**src/rtl/random_burst_pkg.sv**
```systemverilog
// random_burst_pkg: shared FSM state encoding and counter widths for random_burst_source
package random_burst_pkg;
    localparam int BURST_CNT_W = 16;
    typedef enum logic [2:0] {
        IDLE,
        DRAW_GAP,
        LOAD_GAP,
        GAP,
        DRAW_LEN,
        LOAD_LEN,
        BURST
    } state_t;
endpackage

```
**src/rtl/rbs_down_counter.sv**
```systemverilog
// rbs_down_counter: loadable down-counter with a terminal-one flag
module rbs_down_counter #(
    parameter int w = 8
) (
    input  logic         clk,
    input  logic         rst,
    input  logic         load,
    input  logic         dec,
    input  logic [w-1:0] load_val,
    output logic [w-1:0] value,
    output logic         is_one
);
    always_ff @(posedge clk) begin
        if (rst) value <= '0;
        else if (load) value <= load_val;
        else if (dec) value <= value - w'(1);
    end
    assign is_one = value == w'(1);
endmodule

```
**src/rtl/random_burst_source.sv**
```systemverilog
// random_burst_source: draws a gap and a burst length from an upstream random source,
// then emits an incrementing valid/ready burst whose final beat carries OUT_LAST.
module random_burst_source
    import random_burst_pkg::*;
#(
    parameter int width  = 8,
    parameter int rwidth = 8
) (
    input  logic                   CLK,
    input  logic                   RST,
    input  logic                   ENABLE,
    output logic                   RND_EN,
    input  logic [rwidth-1:0]      RND_IN,
    output logic [width-1:0]       OUT_DATA,
    output logic                   OUT_VALID,
    input  logic                   OUT_READY,
    output logic                   OUT_LAST,
    output logic                   BUSY,
    output logic [BURST_CNT_W-1:0] BURST_CNT
);
    state_t            state;
    logic [width-1:0]  seq;
    logic [rwidth-1:0] gap_val;
    logic [rwidth:0]   beat_val;
    logic              gap_one, beat_one, hs, unused_vals;
    assign hs = state == BURST && OUT_READY;
    // beat count is one bit wider so an all-ones draw becomes 2^rwidth beats
    rbs_down_counter #(.w(rwidth)) u_gap (
        .clk(CLK), .rst(RST), .load(state == LOAD_GAP), .dec(state == GAP),
        .load_val(RND_IN), .value(gap_val), .is_one(gap_one)
    );
    rbs_down_counter #(.w(rwidth + 1)) u_beat (
        .clk(CLK), .rst(RST), .load(state == LOAD_LEN), .dec(hs),
        .load_val({1'b0, RND_IN} + (rwidth + 1)'(1)), .value(beat_val), .is_one(beat_one)
    );
    assign unused_vals = ^{gap_val, beat_val};
    always_ff @(posedge CLK) begin
        if (RST) begin
            state     <= IDLE;
            seq       <= '0;
            BURST_CNT <= '0;
        end else begin
            case (state)
                IDLE:     if (ENABLE) state <= DRAW_GAP;
                DRAW_GAP: state <= LOAD_GAP;
                LOAD_GAP: state <= RND_IN != '0 ? GAP : DRAW_LEN;
                GAP:      if (gap_one) state <= DRAW_LEN;
                DRAW_LEN: state <= LOAD_LEN;
                LOAD_LEN: state <= BURST;
                BURST:    if (hs && beat_one) state <= ENABLE ? DRAW_GAP : IDLE;
                default:  state <= IDLE;
            endcase
            if (hs) seq <= seq + width'(1);
            if (hs && beat_one) BURST_CNT <= BURST_CNT + BURST_CNT_W'(1);
        end
    end
    assign RND_EN    = state == DRAW_GAP || state == DRAW_LEN;
    assign OUT_VALID = state == BURST;
    assign OUT_LAST  = state == BURST && beat_one;
    assign OUT_DATA  = seq;
    assign BUSY      = state != IDLE;
endmodule

```
**config.mk**
```make
export PLATFORM = sky130hd
export DESIGN_NAME = random_burst_source
export DESIGN_NICKNAME = d
export VERILOG_FILES = /design/src/rtl/random_burst_pkg.sv /design/src/rtl/rbs_down_counter.sv /design/src/rtl/random_burst_source.sv
export SDC_FILE = /design/constraint.sdc
export NUM_CORES = 1
export LEC_CHECK = 0
export CAP_MARGIN = 20
export CORE_ASPECT_RATIO = 1.75
export CORE_UTILIZATION = 50
export DETAILED_ROUTE_END_ITERATION = 12
export PLACE_DENSITY = 0.75
export SLEW_MARGIN = 5
export SYNTH_ARGS = -nofsm -noshare
export SYNTH_HDL_FRONTEND = slang
export SYNTH_HIERARCHICAL = 1
export SYNTH_SLANG_ARGS = --single-unit
```
**constraint.sdc**
```tcl
create_clock -name CLK -period 3.1 [get_ports CLK]
set_clock_uncertainty 0.05 [all_clocks]
set_input_delay 0.465 -clock CLK [delete_from_list [all_inputs] [get_ports CLK]]
set_output_delay 0.465 -clock CLK [all_outputs]
set_load 0.005 [all_outputs]
```
==> summary.md, run 1 <==
| Metric | Value |
|---|---|
| Number of synthesized flops with an enable pin | 0 |
| Setup TNS | 0 ns |
| Fmax | 348.8 MHz |
| RePlAce Congestion | 0.7527 |
| Initial DRC Count | 24 |
| Inserted Clock Buffers | 5 |
| Post-synth top area share | 0.3563 |
| Critical Path Start Type | flop |
| R2r endpoint | BURST_CNT[14]$_SDFFE_PP0P_ |
| Vias per inst | 5.849 |
| CP Class | reg2out |
| Area contributors post-synth | dfxtp_1 (36%), nor2_1 (5.3%), xnor2_1 (5.3%), xor2_1 (4.3%), ha_1 (4.0%) |
| Crit path time final | 2.867 ns |
| Leakage Power | 1.083 nW |
| Syn_nets | 315 |
| Die area | 5241 um2 |
| FF-to-FF setup slack | 0.59 ns |
| Reg2reg path depth | 7 |
| Total gr overflow | 0 |
| Most common cell after layout, fill and taps aside | dfxtp_1 |
| Status | finished, final reports clean |
| Hold path cells | 2 |
| Antenna violations before repair | 0 |
| Dominant synthesized flop cell | dfxtp_1 |
| GRT Util Overall | 0.2285 |
| Syn. warnings | 6 |
| CTS max path bufs | 2 |
| Port Buffer Count | 39 |
| Drt total wl | 5291 um |
| Synth cell types | 54 |
| # hold bufs at CTS | 0 |
| H-Tree Depth | 2 |
| Post-route ant nets | 0 |
| Synth Register Bits | 44 |
| Area Growth Syn to Fin | 22.06% |
| Sequential share of the synthesized area | 0.3563 |
| PD cells | 473.6 nW/um2 |
| Clock net sink count | 44 |
| Min-Delay Endpoint | BURST_CNT[15]$_SDFFE_PP0P_ |
| Largest net degree at the start of global routing | 47 |
| Number of setup violations in the final report | 0 |
| Met3 wire length | 134 um |
| Worst path required time | 2.58 ns |
| HP Start | BURST_CNT[15]$_SDFFE_PP0P_ |
| CTS tree | built |
| Initial core utilization | 0.5253 |
| Routed vias | 2,252 |
| Rel. slew slack | 0.6804 |
| Class of the worst hold path | reg2reg |
| WL met1 | 2132 um |
| Slew Viols, Final | 0 |
| MaxCap Viol Count | 0 |
| Asr flop ratio synth | 0 |
| CTS root buf | clkbuf_8 |
| Post-layout net count | 352 |
| Commonest non-fill, non-tap cells in the layout | dfxtp_1 (44), clkdlybuf4s50_1 (39), nor2_1 (35), nand2_1 (24) |
| Syn Std Cell Area | 2472 um2 |
| I/O pin total | 40 |
| Final Hold Fails | 0 |
| Avg Synthesized Cell Area | 8.381 um2 |
| Vias in the first global route | 2,122 |
| Drt wl/cell | 13.74 um |
| Fin util | 0.6411 |
| CP endpoint kind | output pin |
| Period utilization | 0.9248 |
| First-pass GRT wire length | 8880 um |
| Clock latency on the worst-skew pair | 0.30 ns |
| Maximum VDD drop | 0.0004198 V |
| Share of cells above drive strength 1 | 0.07808 |
| Clock-pin slew on the worst setup and hold paths | 0.09 ns |
| Die Width | 55.16 um |
| Die height | 95.03 um |
| CP max FO | 7 |
| Setup repair after global routing missed its margin | no |
| Drt first pass iters | 4 |
| Data arrival, critical path | 2.35 ns |
| # DRC | 0 |
| Met2 routed WL | 2846 um |
| Reg-to-reg startpoint | u_beat/value[2]$_SDFFE_PP0P_ |
| CORE AREA | 4707 um2 |
| Placement Rows | 33 |
| Worst Tran Pin Value | 0.4794 ns |
| Largest area contributor in the netlist | dfxtp_1 |
| Top Metal Used | met4 |
| HPWL after DPL | 3933 um |
| ANT cells | 0 |
| Syn Inst Count | 295 |
-- worst max path at each step --
stage	cells past startpoint	slack (ns)	end	start
after global routing	5	0.04	OUT_LAST	u_beat/value[2]$_SDFFE_PP0P_
after floorplan	7	0.63	BURST_CNT[14]$_SDFFE_PP0P_	u_beat/value[2]$_SDFFE_PP0P_
final	5	0.23	OUT_LAST	u_beat/value[2]$_SDFFE_PP0P_
after CTS	5	0.19	OUT_LAST	u_beat/value[2]$_SDFFE_PP0P_
after detailed placement	6	0.28	u_beat/value[3]$_SDFFE_PP0P_	OUT_READY
after global placement	6	0.37	u_beat/value[3]$_SDFFE_PP0P_	OUT_READY
-- where the power goes --
group	internal [mW]	switching [mW]
Clock	0.264	0.203
Combinational	0.151	0.140
Sequential	0.606	0.0656
Total	1.02	0.408
-- metal layers --
layer,up-vias,GRT usage
li1,1143,-
met1,1057,0.2370
met2,41,0.4147
met3,11,0.03668
met4,0,0.1146
met5,-,0
-- cell usage after synthesis (5+ instances only) --
| master | instances |
|---|---|
| a21oi_1 | 15 |
| a311oi_1 | 8 |
| and2_1 | 5 |
| and3_1 | 5 |
| dfxtp_1 | 44 |
| ha_1 | 8 |
| inv_1 | 10 |
| nand2_1 | 24 |
| nand3_1 | 12 |
| nand4_1 | 8 |
| nor2_1 | 35 |
| nor3_1 | 5 |
| o21ai_0 | 11 |
| or3_1 | 8 |
| xnor2_1 | 15 |
| xor2_1 | 12 |
-- critical path, cell delays in order (launching register included) --
cell and delay [ns]:
dfxtp_1 0.36, or4_1 0.67, nor4_2 0.25, buf_4 0.17, and2_1 0.11, clkdlybuf4s50_1 0.49
-- cells by family after synthesis --
family | count (synthesis) | share of synthesized area
xor+xnor | 27 | 0.09565
fa+ha+maj | 8 | 0.04049
compound gates | 51 | 0.1356
flops | 44 | 0.3563
simple gates | 138 | 0.3173
mux | 2 | 0.008603
buf+inv | 25 | 0.04604
-- metrics by stage --
stage          worst slack [ns]  power [mW]  hold slack [ns]  cell area [um2]  cells
2_1_floorplan            0.6296      0.8871           0.4243             2472    295
3_3_place_gp             0.3711      0.9666           0.4175             2890    377
3_5_place_dp             0.2848      0.9755           0.4403             2890    377
4_1_cts                  0.1904       1.442           0.4539             3012    385
5_1_grt                 0.04191       1.504           0.4896             3018    385
6_report                 0.2331       1.429           0.4463             3018    385
-- area by class of cell --
type	instances	area, um2
clock buffer	6	82.58
clock inverter	2	38.79
fill	430	1689
inverter	12	46.29
multi-input combinational	226	1484
sequential	44	880.8
tap	52	65.06
timing repair buffer	43	420.4
-- flip-flops by register name (all words and copies together), names as in the netlist --
name,cells
state,3
BURST_CNT,16
OUT_DATA,8
u_gap/value,8
u_beat/value,9
-- what timing repair did --
item / in CTS / in global routing
setup endpoints to repair: 0 / 1
hold endpoints to repair: 0 / 0
resized for setup: 0 / 1
buffers inserted: 0 / 0
Note: power is estimated with default switching activity, not from simulation.
==> run 2, diff against run 1 <==
CORE_MARGIN = 3   (was unset)
==> run 2 against run 1 <==
Net effect: maximum frequency fell by 1.0%; critical endpoint unchanged; power rose by 0.48%; first-iteration DRC count rose to 2.7 times the previous value; wire length rose by 2.4%; critical path depth did not move; highest routed layer unchanged; combinational power barely moved.
==> summary.md, run 2 (synthesis results as in run 1) <==
| Metric | Value |
|---|---|
| Drt wl/cell | 14.08 um |
| Port Buffer Count | 39 |
| Setup repair after global routing missed its margin | no |
| # hold bufs at CTS | 0 |
| Rel. slew slack | 0.6779 |
| Reg area | 880.8 um2 |
| I/O pin total | 40 |
| GRT Util Overall | 0.2048 |
| Die Width | 59.16 um |
| Placement Rows | 33 |
| Largest net degree at the start of global routing | 47 |
| CTS max path bufs | 2 |
| Routed vias | 2,267 |
| Inserted Clock Buffers | 5 |
| CORE AREA | 4748 um2 |
| Most common cell after layout, fill and taps aside | dfxtp_1 |
| Vias in the first global route | 2,109 |
| First-pass GRT wire length | 9577 um |
| HPWL after DPL | 3963 um |
| CTS tree | built |
| Die height | 99.03 um |
| Critical Path Start Type | flop |
| Clock latency on the worst-skew pair | 0.30 ns |
| Area Growth Syn to Fin | 21.81% |
| Post-route ant nets | 0 |
| Share of cells above drive strength 1 | 0.07508 |
| Vias per inst | 5.888 |
| PD cells | 476.8 nW/um2 |
| Dpl cells | 377 |
| Antenna violations before repair | 0 |
| # resized after CTS | 0 |
| Leakage Power | 1.082 nW |
| Crit path time final | 2.896 ns |
| Drt total wl | 5419 um |
| FILL cells | 428 |
| Status | finished, final reports clean |
| Clock net sink count | 44 |
| Post-layout net count | 352 |
| Largest Register | BURST_CNT |
| Initial DRC Count | 64 |
| Post-CTS setup buffers | 0 |
| Top Registers | BURST_CNT (16), u_beat/value (9) |
| Number of setup violations in the final report | 0 |
| MaxCap Viol Count | 0 |
| CTS root buf | clkbuf_8 |
| ANT cells | 0 |
| RePlAce Congestion | 0.7788 |
| Clock-pin slew on the worst setup and hold paths | 0.09 ns |
| Die area | 5858 um2 |
| Slew Viols, Final | 0 |
| FF-to-FF setup slack | 0.59 ns |
| H-Tree Depth | 2 |
| Final Hold Fails | 0 |
| Total gr overflow | 0 |
| Class of the worst hold path | reg2reg |
| Initial core utilization | 0.5207 |
| Area occupied by multi-input gates | 1478 um2 |
| Max FFs per register | 16 |
| Setup TNS | 0 ns |
| Data arrival, critical path | 2.38 ns |
| Fmax | 345.3 MHz |
| Commonest non-fill, non-tap cells in the layout | dfxtp_1 (44), clkdlybuf4s50_1 (39), nor2_1 (35), nand2_1 (24) |
| Worst path required time | 2.58 ns |
| Worst Tran Pin Value | 0.4832 ns |
| CP max FO | 7 |
| CP endpoint kind | output pin |
| Drt first pass iters | 4 |
| Maximum VDD drop | 0.0003909 V |
| # DRC | 0 |
| Period utilization | 0.9343 |
| CP Class | reg2out |
| Final Instance Count excl. Fillers | 385 |
run 2: routing by layer:
metal	share of wire	vias up	wire [um]	track usage
li1	-	1142	-	-
met1	0.42	1070	2282	0.2457
met2	0.52	44	2832	0.3552
met3	0.032	11	172	0.02752
met4	0.024	0	132	0.08202
met5	0	-	0	0
run 2: final cells by class:
cell class / instances / area share
clock buffers: 6 / 0.02742
clock inverters: 2 / 0.01288
inverters: 12 / 0.01537
multi-input cells: 226 / 0.4907
flip-flops and latches: 44 / 0.2925
well taps: 52 / 0.02160
repair buffers: 43 / 0.1396
run 2: path summary, 6_finish.rpt:
check	from	end	cells after the start
worst max-delay path	u_beat/value[2]$_SDFFE_PP0P_	OUT_LAST	5
worst min-delay path	BURST_CNT[15]$_SDFFE_PP0P_	BURST_CNT[15]$_SDFFE_PP0P_	2
worst max register to register	u_beat/value[2]$_SDFFE_PP0P_	BURST_CNT[12]$_SDFFE_PP0P_	7
worst min register to register	BURST_CNT[15]$_SDFFE_PP0P_	BURST_CNT[15]$_SDFFE_PP0P_	2
run 2: where the power goes:
| part | internal [mW] | switching (mW) |
|---|---|---|
| logic | 0.151 | 0.139 |
| clock network | 0.264 | 0.212 |
| registers | 0.606 | 0.0644 |
run 2: metrics by stage:
| stage | hold WS [ns] | util | cell area, um2 | power, mW | worst slack [ns] |
|---|---|---|---|---|---|
| floorplan | 0.4243 | - | 2472 | 0.8871 | 0.6296 |
| global placement | 0.4176 | 0.6087 | 2890 | 0.9653 | 0.3757 |
| detailed placement | 0.4477 | 0.6087 | 2890 | 0.9727 | 0.3205 |
| CTS | 0.4664 | 0.6343 | 3012 | 1.439 | 0.2061 |
| global route | 0.4893 | 0.6343 | 3012 | 1.512 | 0.08129 |
| finish | 0.4537 | 0.6343 | 3012 | 1.436 | 0.2037 |
run 2: critical path, cell delays in order (launching register included):
cell             delay (ns)
dfxtp_1                0.36
or4_1                  0.64
nor4_1                 0.29
buf_4                  0.19
and2_1                 0.12
clkdlybuf4s50_1        0.49
